==> src/rtl/hazard_pkg.sv <==
// Shared encodings for the pipeline hazard controller: FSM states and
// forwarding-mux select values.
package hazard_pkg;

    typedef enum logic [1:0] {
        RUN      = 2'd0,
        MEM_WAIT = 2'd1,
        BR_FLUSH = 2'd2
    } haz_state_e;

    localparam logic [1:0] FWD_RF = 2'b00;
    localparam logic [1:0] FWD_MM = 2'b10;
    localparam logic [1:0] FWD_WB = 2'b01;

    // Remaining branch-flush cycles; BR_PENALTY tops out at 4, so at most 3 remain.
    localparam int FLUSH_W = 2;

endpackage

==> src/rtl/pipeline_hazard_ctrl_if.sv <==
// Pipeline <-> hazard controller bundle. The master modport is the pipeline
// side; the slave modport is the controller.
interface pipeline_hazard_ctrl_if #(
    parameter int REG_AW = 5
);
    logic [REG_AW-1:0] ifid_rs, ifid_rt;
    logic [REG_AW-1:0] idex_rs, idex_rt;
    logic              idex_memread;
    logic [REG_AW-1:0] exmm_rd, exmm_rt;
    logic              exmm_regwrite, exmm_memread, exmm_memwrite;
    logic [REG_AW-1:0] mmwb_rd;
    logic              mmwb_regwrite;
    logic              br_taken, jump;
    logic              mem_ready;

    logic              pc_write, ifid_write, idex_write, exmm_write;
    logic              ifid_clear, idex_clear, mmwb_clear;
    logic [1:0]        forward_a, forward_b;
    logic              forward_m;
    logic              mem_timeout;

    modport master (
        output ifid_rs, ifid_rt, idex_rs, idex_rt, idex_memread,
               exmm_rd, exmm_rt, exmm_regwrite, exmm_memread, exmm_memwrite,
               mmwb_rd, mmwb_regwrite, br_taken, jump, mem_ready,
        input  pc_write, ifid_write, idex_write, exmm_write,
               ifid_clear, idex_clear, mmwb_clear,
               forward_a, forward_b, forward_m, mem_timeout
    );

    modport slave (
        input  ifid_rs, ifid_rt, idex_rs, idex_rt, idex_memread,
               exmm_rd, exmm_rt, exmm_regwrite, exmm_memread, exmm_memwrite,
               mmwb_rd, mmwb_regwrite, br_taken, jump, mem_ready,
        output pc_write, ifid_write, idex_write, exmm_write,
               ifid_clear, idex_clear, mmwb_clear,
               forward_a, forward_b, forward_m, mem_timeout
    );
endinterface

==> src/rtl/pipeline_hazard_ctrl_fwd_select.sv <==
// Forwarding source select for one consumer register: the EX/MM producer wins
// over MM/WB, and register 0 never forwards.
module fwd_select
    import hazard_pkg::*;
#(
    parameter int REG_AW = 5
) (
    input  logic [REG_AW-1:0] src,
    input  logic              exmm_regwrite,
    input  logic [REG_AW-1:0] exmm_rd,
    input  logic              mmwb_regwrite,
    input  logic [REG_AW-1:0] mmwb_rd,
    output logic [1:0]        sel
);

    always_comb begin
        sel = FWD_RF;
        if (exmm_regwrite && (exmm_rd != '0) && (exmm_rd == src)) begin
            sel = FWD_MM;
        end else if (mmwb_regwrite && (mmwb_rd != '0) && (mmwb_rd == src)) begin
            sel = FWD_WB;
        end
    end

endmodule

==> src/rtl/pipeline_hazard_ctrl.sv <==
// Hazard controller for the 5-stage pipeline: forwarding, load-use stall,
// branch flush and memory-wait freeze. Perf counters under HAZ_PERF_CNT_EN.
//
// state    | meaning
// ---------+---------------------------------------------------------------
// RUN      | normal issue; branch/jump clears IF/ID, may enter BR_FLUSH
// MEM_WAIT | data memory busy; freeze until mem_ready, watchdog counting
// BR_FLUSH | multi-cycle branch penalty; IF/ID held as bubble
module pipeline_hazard_ctrl
    import hazard_pkg::*;
#(
    parameter int REG_AW      = 5,
    parameter int BR_PENALTY  = 1,
    parameter int MEM_TIMEOUT = 16
`ifdef HAZ_PERF_CNT_EN
    ,
    parameter int CNT_W       = 32
`endif
) (
    input  logic clk,
    input  logic rst,
    pipeline_hazard_ctrl_if.slave hz
`ifdef HAZ_PERF_CNT_EN
    ,
    output logic [CNT_W-1:0] stall_cnt,
    output logic [CNT_W-1:0] flush_cnt_total,
    output logic [CNT_W-1:0] memwait_cnt
`endif
);

    localparam int                WAIT_W = $clog2(MEM_TIMEOUT);
    localparam logic [WAIT_W-1:0] TO_LIM = WAIT_W'(MEM_TIMEOUT - 1);

    haz_state_e         state;
    logic [WAIT_W-1:0]  wait_cnt;
    logic [WAIT_W-1:0]  wait_nxt;
    logic [FLUSH_W-1:0] flush_cnt;
    logic               mem_timeout_q;

    logic memop, freeze, load_use, in_flush, stall, br_start;
    logic [1:0] fwd_a_sel, fwd_b_sel, fwd_m_sel;

    fwd_select #(.REG_AW(REG_AW)) u_fwd_a (
        .src(hz.idex_rs), .exmm_regwrite(hz.exmm_regwrite), .exmm_rd(hz.exmm_rd),
        .mmwb_regwrite(hz.mmwb_regwrite), .mmwb_rd(hz.mmwb_rd), .sel(fwd_a_sel)
    );

    fwd_select #(.REG_AW(REG_AW)) u_fwd_b (
        .src(hz.idex_rt), .exmm_regwrite(hz.exmm_regwrite), .exmm_rd(hz.exmm_rd),
        .mmwb_regwrite(hz.mmwb_regwrite), .mmwb_rd(hz.mmwb_rd), .sel(fwd_b_sel)
    );

    // Store data only ever comes from WB, so the EX/MM leg is disabled here.
    fwd_select #(.REG_AW(REG_AW)) u_fwd_m (
        .src(hz.exmm_rt), .exmm_regwrite(1'b0), .exmm_rd('0),
        .mmwb_regwrite(hz.mmwb_regwrite), .mmwb_rd(hz.mmwb_rd), .sel(fwd_m_sel)
    );

    always_comb begin
        memop    = hz.exmm_memread | hz.exmm_memwrite;
        freeze   = memop & ~hz.mem_ready;
        load_use = hz.idex_memread && (hz.idex_rt != '0) &&
                   ((hz.idex_rt == hz.ifid_rs) || (hz.idex_rt == hz.ifid_rt));
        // The release cycle of MEM_WAIT behaves like whichever state it returns to.
        in_flush = (state == BR_FLUSH) || ((state == MEM_WAIT) && (flush_cnt != '0));
        stall    = !freeze && load_use;
        br_start = !freeze && !load_use && !in_flush && (hz.br_taken || hz.jump);
        if (state != MEM_WAIT) begin
            wait_nxt = WAIT_W'(1);
        end else if (wait_cnt == TO_LIM) begin
            wait_nxt = wait_cnt;
        end else begin
            wait_nxt = wait_cnt + WAIT_W'(1);
        end
    end

    always_comb begin
        hz.pc_write    = 1'b1;
        hz.ifid_write  = 1'b1;
        hz.idex_write  = 1'b1;
        hz.exmm_write  = 1'b1;
        hz.ifid_clear  = 1'b0;
        hz.idex_clear  = 1'b0;
        hz.mmwb_clear  = 1'b0;
        hz.forward_a   = FWD_RF;
        hz.forward_b   = FWD_RF;
        hz.forward_m   = 1'b0;
        hz.mem_timeout = 1'b0;
        if (rst) begin
            hz.pc_write   = 1'b0;
            hz.ifid_write = 1'b0;
            hz.idex_write = 1'b0;
            hz.exmm_write = 1'b0;
            hz.ifid_clear = 1'b1;
            hz.idex_clear = 1'b1;
            hz.mmwb_clear = 1'b1;
        end else begin
            hz.forward_a   = fwd_a_sel;
            hz.forward_b   = fwd_b_sel;
            hz.forward_m   = hz.exmm_memwrite && (fwd_m_sel == FWD_WB);
            hz.mem_timeout = mem_timeout_q;
            hz.ifid_clear  = in_flush || br_start;
            if (freeze) begin
                hz.pc_write   = 1'b0;
                hz.ifid_write = 1'b0;
                hz.idex_write = 1'b0;
                hz.exmm_write = 1'b0;
                hz.mmwb_clear = 1'b1;
            end else if (stall) begin
                hz.pc_write   = 1'b0;
                hz.ifid_write = 1'b0;
                hz.idex_clear = 1'b1;
            end
        end
    end

    always_ff @(posedge clk) begin
        if (rst) begin
            state         <= RUN;
            wait_cnt      <= '0;
            flush_cnt     <= '0;
            mem_timeout_q <= 1'b0;
        end else if (freeze) begin
            state    <= MEM_WAIT;
            wait_cnt <= wait_nxt;
            if (wait_nxt == TO_LIM) begin
                mem_timeout_q <= 1'b1;
            end
        end else begin
            wait_cnt <= '0;
            if (in_flush) begin
                flush_cnt <= flush_cnt - FLUSH_W'(1);
                state     <= (flush_cnt == FLUSH_W'(1)) ? RUN : BR_FLUSH;
            end else if (br_start && (BR_PENALTY > 1)) begin
                flush_cnt <= FLUSH_W'(BR_PENALTY - 1);
                state     <= BR_FLUSH;
            end else begin
                state <= RUN;
            end
        end
    end

`ifdef HAZ_PERF_CNT_EN
    always_ff @(posedge clk) begin
        if (rst) begin
            stall_cnt       <= '0;
            flush_cnt_total <= '0;
            memwait_cnt     <= '0;
        end else begin
            if (stall && (stall_cnt != '1)) begin
                stall_cnt <= stall_cnt + CNT_W'(1);
            end
            if ((in_flush || br_start) && (flush_cnt_total != '1)) begin
                flush_cnt_total <= flush_cnt_total + CNT_W'(1);
            end
            if (freeze && (memwait_cnt != '1)) begin
                memwait_cnt <= memwait_cnt + CNT_W'(1);
            end
        end
    end
`endif

endmodule

==> src/flat_wrapper.sv <==
// flat-port wrapper written by rule: the top's interface ports become plain ports
module pipeline_hazard_ctrl_flat import hazard_pkg::*;
#(
    parameter int REG_AW      = 5,
    parameter int BR_PENALTY  = 1,
    parameter int MEM_TIMEOUT = 16

)
  (clk, rst, hz_ifid_rs, hz_ifid_rt, hz_idex_rs, hz_idex_rt, hz_idex_memread, hz_exmm_rd, hz_exmm_rt, hz_exmm_regwrite, hz_exmm_memread, hz_exmm_memwrite, hz_mmwb_rd, hz_mmwb_regwrite, hz_br_taken, hz_jump, hz_mem_ready, hz_pc_write, hz_ifid_write, hz_idex_write, hz_exmm_write, hz_ifid_clear, hz_idex_clear, hz_mmwb_clear, hz_forward_a, hz_forward_b, hz_forward_m, hz_mem_timeout);
  pipeline_hazard_ctrl_if #(.REG_AW(REG_AW)) hz_i ();
  input  logic clk;
  input  logic rst;
  input wire logic [$bits(hz_i.ifid_rs)-1:0] hz_ifid_rs;
  input wire logic [$bits(hz_i.ifid_rt)-1:0] hz_ifid_rt;
  input wire logic [$bits(hz_i.idex_rs)-1:0] hz_idex_rs;
  input wire logic [$bits(hz_i.idex_rt)-1:0] hz_idex_rt;
  input wire logic [$bits(hz_i.idex_memread)-1:0] hz_idex_memread;
  input wire logic [$bits(hz_i.exmm_rd)-1:0] hz_exmm_rd;
  input wire logic [$bits(hz_i.exmm_rt)-1:0] hz_exmm_rt;
  input wire logic [$bits(hz_i.exmm_regwrite)-1:0] hz_exmm_regwrite;
  input wire logic [$bits(hz_i.exmm_memread)-1:0] hz_exmm_memread;
  input wire logic [$bits(hz_i.exmm_memwrite)-1:0] hz_exmm_memwrite;
  input wire logic [$bits(hz_i.mmwb_rd)-1:0] hz_mmwb_rd;
  input wire logic [$bits(hz_i.mmwb_regwrite)-1:0] hz_mmwb_regwrite;
  input wire logic [$bits(hz_i.br_taken)-1:0] hz_br_taken;
  input wire logic [$bits(hz_i.jump)-1:0] hz_jump;
  input wire logic [$bits(hz_i.mem_ready)-1:0] hz_mem_ready;
  output wire logic [$bits(hz_i.pc_write)-1:0] hz_pc_write;
  output wire logic [$bits(hz_i.ifid_write)-1:0] hz_ifid_write;
  output wire logic [$bits(hz_i.idex_write)-1:0] hz_idex_write;
  output wire logic [$bits(hz_i.exmm_write)-1:0] hz_exmm_write;
  output wire logic [$bits(hz_i.ifid_clear)-1:0] hz_ifid_clear;
  output wire logic [$bits(hz_i.idex_clear)-1:0] hz_idex_clear;
  output wire logic [$bits(hz_i.mmwb_clear)-1:0] hz_mmwb_clear;
  output wire logic [$bits(hz_i.forward_a)-1:0] hz_forward_a;
  output wire logic [$bits(hz_i.forward_b)-1:0] hz_forward_b;
  output wire logic [$bits(hz_i.forward_m)-1:0] hz_forward_m;
  output wire logic [$bits(hz_i.mem_timeout)-1:0] hz_mem_timeout;
  assign hz_i.ifid_rs = hz_ifid_rs;
  assign hz_i.ifid_rt = hz_ifid_rt;
  assign hz_i.idex_rs = hz_idex_rs;
  assign hz_i.idex_rt = hz_idex_rt;
  assign hz_i.idex_memread = hz_idex_memread;
  assign hz_i.exmm_rd = hz_exmm_rd;
  assign hz_i.exmm_rt = hz_exmm_rt;
  assign hz_i.exmm_regwrite = hz_exmm_regwrite;
  assign hz_i.exmm_memread = hz_exmm_memread;
  assign hz_i.exmm_memwrite = hz_exmm_memwrite;
  assign hz_i.mmwb_rd = hz_mmwb_rd;
  assign hz_i.mmwb_regwrite = hz_mmwb_regwrite;
  assign hz_i.br_taken = hz_br_taken;
  assign hz_i.jump = hz_jump;
  assign hz_i.mem_ready = hz_mem_ready;
  assign hz_pc_write = hz_i.pc_write;
  assign hz_ifid_write = hz_i.ifid_write;
  assign hz_idex_write = hz_i.idex_write;
  assign hz_exmm_write = hz_i.exmm_write;
  assign hz_ifid_clear = hz_i.ifid_clear;
  assign hz_idex_clear = hz_i.idex_clear;
  assign hz_mmwb_clear = hz_i.mmwb_clear;
  assign hz_forward_a = hz_i.forward_a;
  assign hz_forward_b = hz_i.forward_b;
  assign hz_forward_m = hz_i.forward_m;
  assign hz_mem_timeout = hz_i.mem_timeout;
  pipeline_hazard_ctrl #(.REG_AW(REG_AW), .BR_PENALTY(BR_PENALTY), .MEM_TIMEOUT(MEM_TIMEOUT)) u_core (.clk(clk), .rst(rst), .hz(hz_i));
endmodule
==> config.mk <==
export PLATFORM = sky130hd
export DESIGN_NAME = pipeline_hazard_ctrl_flat
export DESIGN_NICKNAME = d
export VERILOG_FILES = /design/src/rtl/hazard_pkg.sv /design/src/rtl/pipeline_hazard_ctrl_if.sv /design/src/rtl/pipeline_hazard_ctrl_fwd_select.sv /design/src/rtl/pipeline_hazard_ctrl.sv /design/src/flat_wrapper.sv
export SDC_FILE = /design/constraint.sdc
export NUM_CORES = 1
export LEC_CHECK = 0
export BUFFER_PORTS_ARGS = -buffer_cell sky130_fd_sc_hd__buf_2
export CAP_MARGIN = 25
export CORE_UTILIZATION = 45
export DETAILED_ROUTE_END_ITERATION = 6
export MAX_ROUTING_LAYER = met4
export PLACE_DENSITY_LB_ADDON = 0.3
export SLEW_MARGIN = 40
export SYNTH_ARGS = -nofsm -noshare
export SYNTH_HDL_FRONTEND = slang
export SYNTH_HIERARCHICAL = 1
export SYNTH_SLANG_ARGS = --single-unit
==> constraint.sdc <==
create_clock -name clk -period 1.6 [get_ports clk]
set_input_delay 0.16 -clock clk [delete_from_list [all_inputs] [get_ports clk]]
set_output_delay 0.16 -clock clk [all_outputs]
set_load 0.005 [all_outputs]
=== Word level (Yosys, flattened, before mapping) ===
Cells that the tools add are included.
Widths: inputs -> output; s select.

* Reduce and logical (&&, ||, !) cells: 30
* $add $sub $neg: 2
* Equal/unequal tests: 14
* Bitwise gates (word level): 5
* Mux-type cells: 25

{| class="wikitable"
|+ Operators by type and width
! operator !! number
|-
| $eq 5x5->1 || 7
|-
| $mux 1 || 18
|-
| $logic_and 1x1->1 || 15
|-
| $reduce_bool 5->1 || 3
|-
| $mux 2 || 5
|-
| $eq 4x4->1 const B || 2
|-
| $mux 4 || 2
|-
| $add 4x1->4 const B || 1
|-
| $eq 2x1->1 const B || 2
|-
| $logic_or 1x1->1 || 4
|-
| $reduce_and 2->1 || 2
|-
| $logic_not 1->1 || 3
|-
| $not 1->1 || 3
|-
| $reduce_or 3->1 || 1
|-
| $eq 2x2->1 const B || 1
|-
| $ne 2x1->1 const B || 1
|-
| $reduce_bool 2->1 || 1
|-
| $reduce_or 2->1 || 1
|-
| $sub 2x1->2 const B || 1
|-
| $and 1x1->1 || 1
|-
| $eq 1x1->1 const B || 1
|-
| $or 1x1->1 || 1
|}

* Input bits: 45
* Logic and storage cells: 81
* Bits in registers: 9
* Output and inout port bits: 13

=== Depth between registers and ports, before layout ===
* Depth after elaboration: 9
* Depth in mapped cells: 5

=== Modules after synthesis ===
The synthesis kept the hierarchy.

{| class="wikitable"
|+ By module, submodules not included
! module !! instances !! cells an instance !! area each (um2)
|-
| pipeline_hazard_ctrl || 1 || 81 || 666.9
|-
| fwd_select || 3 || 20 || 151.4
|}

=== Worst setup path after synthesis ===
No wires, ideal clock.

* Path kind: input to output
* Start point: input hz_idex_rt[1]
* End point: output hz_pc_write
* Buffers on the path: 1
* Required time: 1.440 ns
* Arrival time: 1.207 ns
* Slack: 0.233 ns
* Stages on the path: 4
* Cell sequence: or4_1 > o21a_1 > a21oi_1 > buf_4

* Cells in the longest elaborated chain, start to end: 7
* Elaborated cells on any way between the ends: 10

{| class="wikitable"
|+ RTL lines
! item !! RTL line !! RTL
|-
| start: declaration || flat_wrapper.sv:16 || <nowiki>input wire logic [$bits(hz_i.idex_rt)-1:0] hz_idex_rt;</nowiki>
|-
| $eq 5x5->1 or $reduce_bool 5->1 (tied branches) || pipeline_hazard_ctrl.sv:63, pipeline_hazard_ctrl.sv:62 ||
|-
| $logic_or 1x1->1 or $logic_and 1x1->1 (tied branches) || pipeline_hazard_ctrl.sv:63, pipeline_hazard_ctrl.sv:62 ||
|-
| $logic_and 1x1->1 (*) || pipeline_hazard_ctrl.sv:62 || <nowiki>load_use = hz.idex_memread && (hz.idex_rt != '0) &&</nowiki>
|-
| $logic_and 1x1->1 (*) || pipeline_hazard_ctrl.sv:66 || <nowiki>stall = !freeze && load_use;</nowiki>
|-
| $mux 1 (*) (3 in a row) || -- ||
|-
| end: declaration || flat_wrapper.sv:28 || <nowiki>output wire logic [$bits(hz_i.pc_write)-1:0] hz_pc_write;</nowiki>
|}

Every way passes the cells marked *; elsewhere a longest branch is shown, timed or not.

=== Worst setup path after layout ===
* Start point: register u_core.flush_cnt[0]
* End point: output hz_ifid_clear

* Cells in the longest elaborated chain, start to end: 8

{| class="wikitable"
|+ RTL lines
! item !! RTL line !! RTL
|-
| start: declaration || pipeline_hazard_ctrl.sv:37 || <nowiki>logic [FLUSH_W-1:0] flush_cnt;</nowiki>
|-
| start signal: assignment || pipeline_hazard_ctrl.sv:132 || <nowiki>flush_cnt <= flush_cnt - FLUSH_W'(1);</nowiki>
|-
| start signal: assignment || pipeline_hazard_ctrl.sv:135 || <nowiki>flush_cnt <= FLUSH_W'(BR_PENALTY - 1);</nowiki>
|-
| $reduce_bool 2->1 (*) || pipeline_hazard_ctrl.sv:65 || <nowiki>in_flush = (state == BR_FLUSH) || ((state == MEM_WAIT) && (flush_cnt != '0));</nowiki>
|-
| $logic_and 1x1->1 (*) || pipeline_hazard_ctrl.sv:65 ||
|-
| $logic_or 1x1->1 (*) || pipeline_hazard_ctrl.sv:65 ||
|-
| $logic_not 1->1 || pipeline_hazard_ctrl.sv:67 || <nowiki>br_start = !freeze && !load_use && !in_flush && (hz.br_taken || hz.jump);</nowiki>
|-
| $logic_and 1x1->1 (2 in a row) || pipeline_hazard_ctrl.sv:67 ||
|-
| $logic_or 1x1->1 (*) || pipeline_hazard_ctrl.sv:102 || <nowiki>hz.ifid_clear = in_flush || br_start;</nowiki>
|-
| $mux 1 (*) || pipeline_hazard_ctrl.sv:89 || <nowiki>if (rst) begin</nowiki>
|-
| end: declaration || flat_wrapper.sv:32 || <nowiki>output wire logic [$bits(hz_i.ifid_clear)-1:0] hz_ifid_clear;</nowiki>
|}

Marked as above.

==> summary by stage <==
Outcome
The run finished with clean final reports.

Die
The number of placement rows is 17. The die covers roughly 2700 sq um. The die extent in y is between 50 and 60 um. In this run the count of I/O pins placed on the die edge is a little under 60. The die span in x is 51.91 um. The area of the placeable core is roughly 2300 sq um. For this configuration, the core starts out at a cell density of 0.4926.

CTS
The TritonCTS clock tree is built. Clock-pin slew was measured on the worst setup and hold paths at roughly 0.060 ns. In this run the deepest clock path goes through 2 buffers. Buffers inserted during clock tree synthesis total 3. In this run the clock root is driven by a sky130_fd_sc_hd__clkbuf_4. The maximum level of the CTS H-tree is 1. The clock latency on the worst-skew pair is 0.25 ns.

The CTS sink count is 9. Hold repair after CTS inserted 0 buffers.

GRT
The first global-routing pass estimated ~4700 um of wire. In the global route stage, overall resource usage came out at 0.2297. The number of antenna violations at the first check in global routing is 0.

The via count of the first global-routing pass came to between 1000 and 1500. Global routing finished with a remaining overflow of 0. The largest net degree at the start of global routing is 12.

Timing
The count of endpoints failing hold in the final timing report came to 0. The post-layout minimum cycle time is roughly 1.5 ns. Adding up every negative setup slack in the final design gives 0 ns. The maximum operating frequency is approximately 660 MHz.

Setup violations remaining at the end of the flow were counted as 0. The share of the clock period used by the worst path is 0.9466. The max-slew violation total from the final report was 0.

Across the routed clock network, the largest skew measured is about 0.0035 ns.

Routing
The detailed-route wire length per cell is between 10 and 15 um. The detailed router placed ~1300 vias in this run. The vias per cell is about 5.2.

The detailed router's first-iteration violation count is 38. The remaining antenna violation count after routing is 0. The first TritonRoute pass finished after 4 iterations. In the routed design, unresolved DRC markers number 0. The routed design has roughly 2800 um of wire.

Logic synthesis
Among all flip-flop cells after synthesis, the most frequent one is sky130_fd_sc_hd__dfxtp_1. The count of warnings emitted by yosys is 6. The average instance in the mapped netlist occupies between 7 and 8 sq um. Counting flops with a built-in enable in the synthesized netlist gives 0. The share of flip-flops with an asynchronous set or reset is 0. The synthesized design contains 9 register bits.

Of the synthesized area, sequential elements account for 0.1607. The synthesized netlist cell count is between 100 and 150. After synthesis, the netlist uses 38 different library cells. The cell area that synthesis handed to floorplanning was ~1100 sq um.

Cells and area
In the layout the commonest cells are sky130_fd_sc_hd__buf_2 (57), sky130_fd_sc_hd__xnor2_1 (26), sky130_fd_sc_hd__conb_1 (11). After the last flow step, the layout net total stands at between 200 and 300. The ratio of cells with drive above 1 in the final layout is 0.3981. The antenna diode count is 0. The commonest non-fill, non-tap cell in the layout is sky130_fd_sc_hd__buf_2. The layout-stage area growth over the synthesis result is 39.95%.

Setup path
Data arrives at the worst endpoint at ~1.4 ns. For this run, the slowest stage of the critical path takes 0.34 ns. The endpoint type of the worst setup path is an output pin. The required time of the critical path is about 1.4 ns. The slowest stage of the critical path belongs to the cell sky130_fd_sc_hd__dfxtp_2. The worst path buffer plus inverter count is 3. The worst setup path is of the register to output pin kind. The kind of cell with the highest combined delay on the critical path is flip-flops. The element type at the critical path start is a register. The signal on the critical path passes through inv_2 > ha_4 > o21ai_2 > buf_6 > nor2_1 > a31oi_1 > buf_2. The top fanout value on the critical path is 3.

Power and ir drop
The largest voltage drop on the vdd net is between 0.4 and 0.5 mV. Power spread over the standard cell area amounts to 434.1 nW/um^2. Power comes to ~0.68 mW. The leakage component of the power is approximately 0.67 nW.

Flow run
Across the run, the number of max-cap violations was 0.

Min path
The classification of the worst-slack hold path is input pin to register.

Place
The HPWL after detailed placement is approximately 2400 um. The congestion estimate from routability-driven global placement came to a little over 0.8. The number of buffers inserted by port buffering is between 50 and 60.
[flip-flops by register name (all words and copies together) (netlist names)]
signal and flops:
u_core/flush_cnt 2, u_core/state 2, u_core/wait_cnt 4, u_core/mem_timeout_q 1
[power breakdown]
part           leakage (nW)  internal, mW  total, mW  switching (mW)
clock                0.0150        0.0956      0.167          0.0718
combinational         0.576         0.139      0.284           0.144
sequential           0.0739         0.227      0.230         0.00311
total                 0.665         0.462      0.681           0.219
[final cells by class]
type | instances | area, sq um
inverter | 5 | 18.77
fill | 203 | 706.9
clock buffer | 4 | 26.28
tap | 28 | 35.03
sequential | 9 | 182.7
timing repair buffer | 65 | 349.1
multi-input combinational | 133 | 957.2
[stage by stage]
stage                 util  hold WS [ns]  std cells  setup slack, ns  area [sq um]
global placement    0.6592        0.4524        238           0.1138          1500
CTS                 0.6740        0.1882        243          0.01959          1534
global route        0.6894        0.1937        244         -0.01595          1569
floorplan                -        0.2443        151           0.2325          1159
detailed placement  0.6592        0.4612        238           0.1135          1500
finish              0.6894        0.1958        244          0.08542          1569
[repair_timing]
action,CTS,global route
endpoints found under the setup margin,1,1
resized for setup,0,8
pin swaps,0,2
setup buffers,1,1
[Yosys cell counts, drive strengths merged (4+ instances only)]
cell | n | share of area
nand3 | 10 | 0.045
dfxtp | 9 | 0.16
xor2 | 9 | 0.070
nor2b | 4 | 0.022
nor3 | 11 | 0.063
nor2 | 9 | 0.030
xnor2 | 26 | 0.20
inv | 5 | 0.017
nand2 | 10 | 0.033
a21oi | 6 | 0.027
nor4 | 4 | 0.022
[kinds of logic after synthesis]
family	after synthesis	synth area share
AO/OA/AOI/OAI	26	0.1987
XOR/XNOR	35	0.2734
other	1	0.003345
flip-flops	9	0.1607
buffers and inverters	9	0.03794
multiplexers	1	0.008929
adder cells (fa/ha/maj)	3	0.03349
AND/OR/NAND/NOR	57	0.2835
[per-layer routing]
layer | part of all wire | global-route usage | up-vias
li1 | - | - | 643
met1 | 0.42 | 0.2632 | 568
met2 | 0.53 | 0.4124 | 41
met3 | 0.039 | 0.03216 | 6
met4 | 0.017 | 0.06306 | 0
met5 | 0 | - | -
[final timing paths]
| kind | startpoint | end | slack, ns | cells past startpoint |
|---|---|---|---|---|
| worst max-delay path | u_core/flush_cnt[0]$_SDFFE_PP0P_ | hz_ifid_clear | 0.09 | 7 |
| worst min-delay path | rst | u_core/wait_cnt[2]$_SDFF_PP0_ | 0.20 | 2 |
| worst max register to register | u_core/wait_cnt[0]$_SDFF_PP0_ | u_core/mem_timeout_q$_SDFFE_PP0P_ | 0.12 | 4 |
| worst min register to register | u_core/mem_timeout_q$_SDFFE_PP0P_ | u_core/mem_timeout_q$_SDFFE_PP0P_ | 0.48 | 2 |
Note: power is estimated with default switching activity, not from simulation.
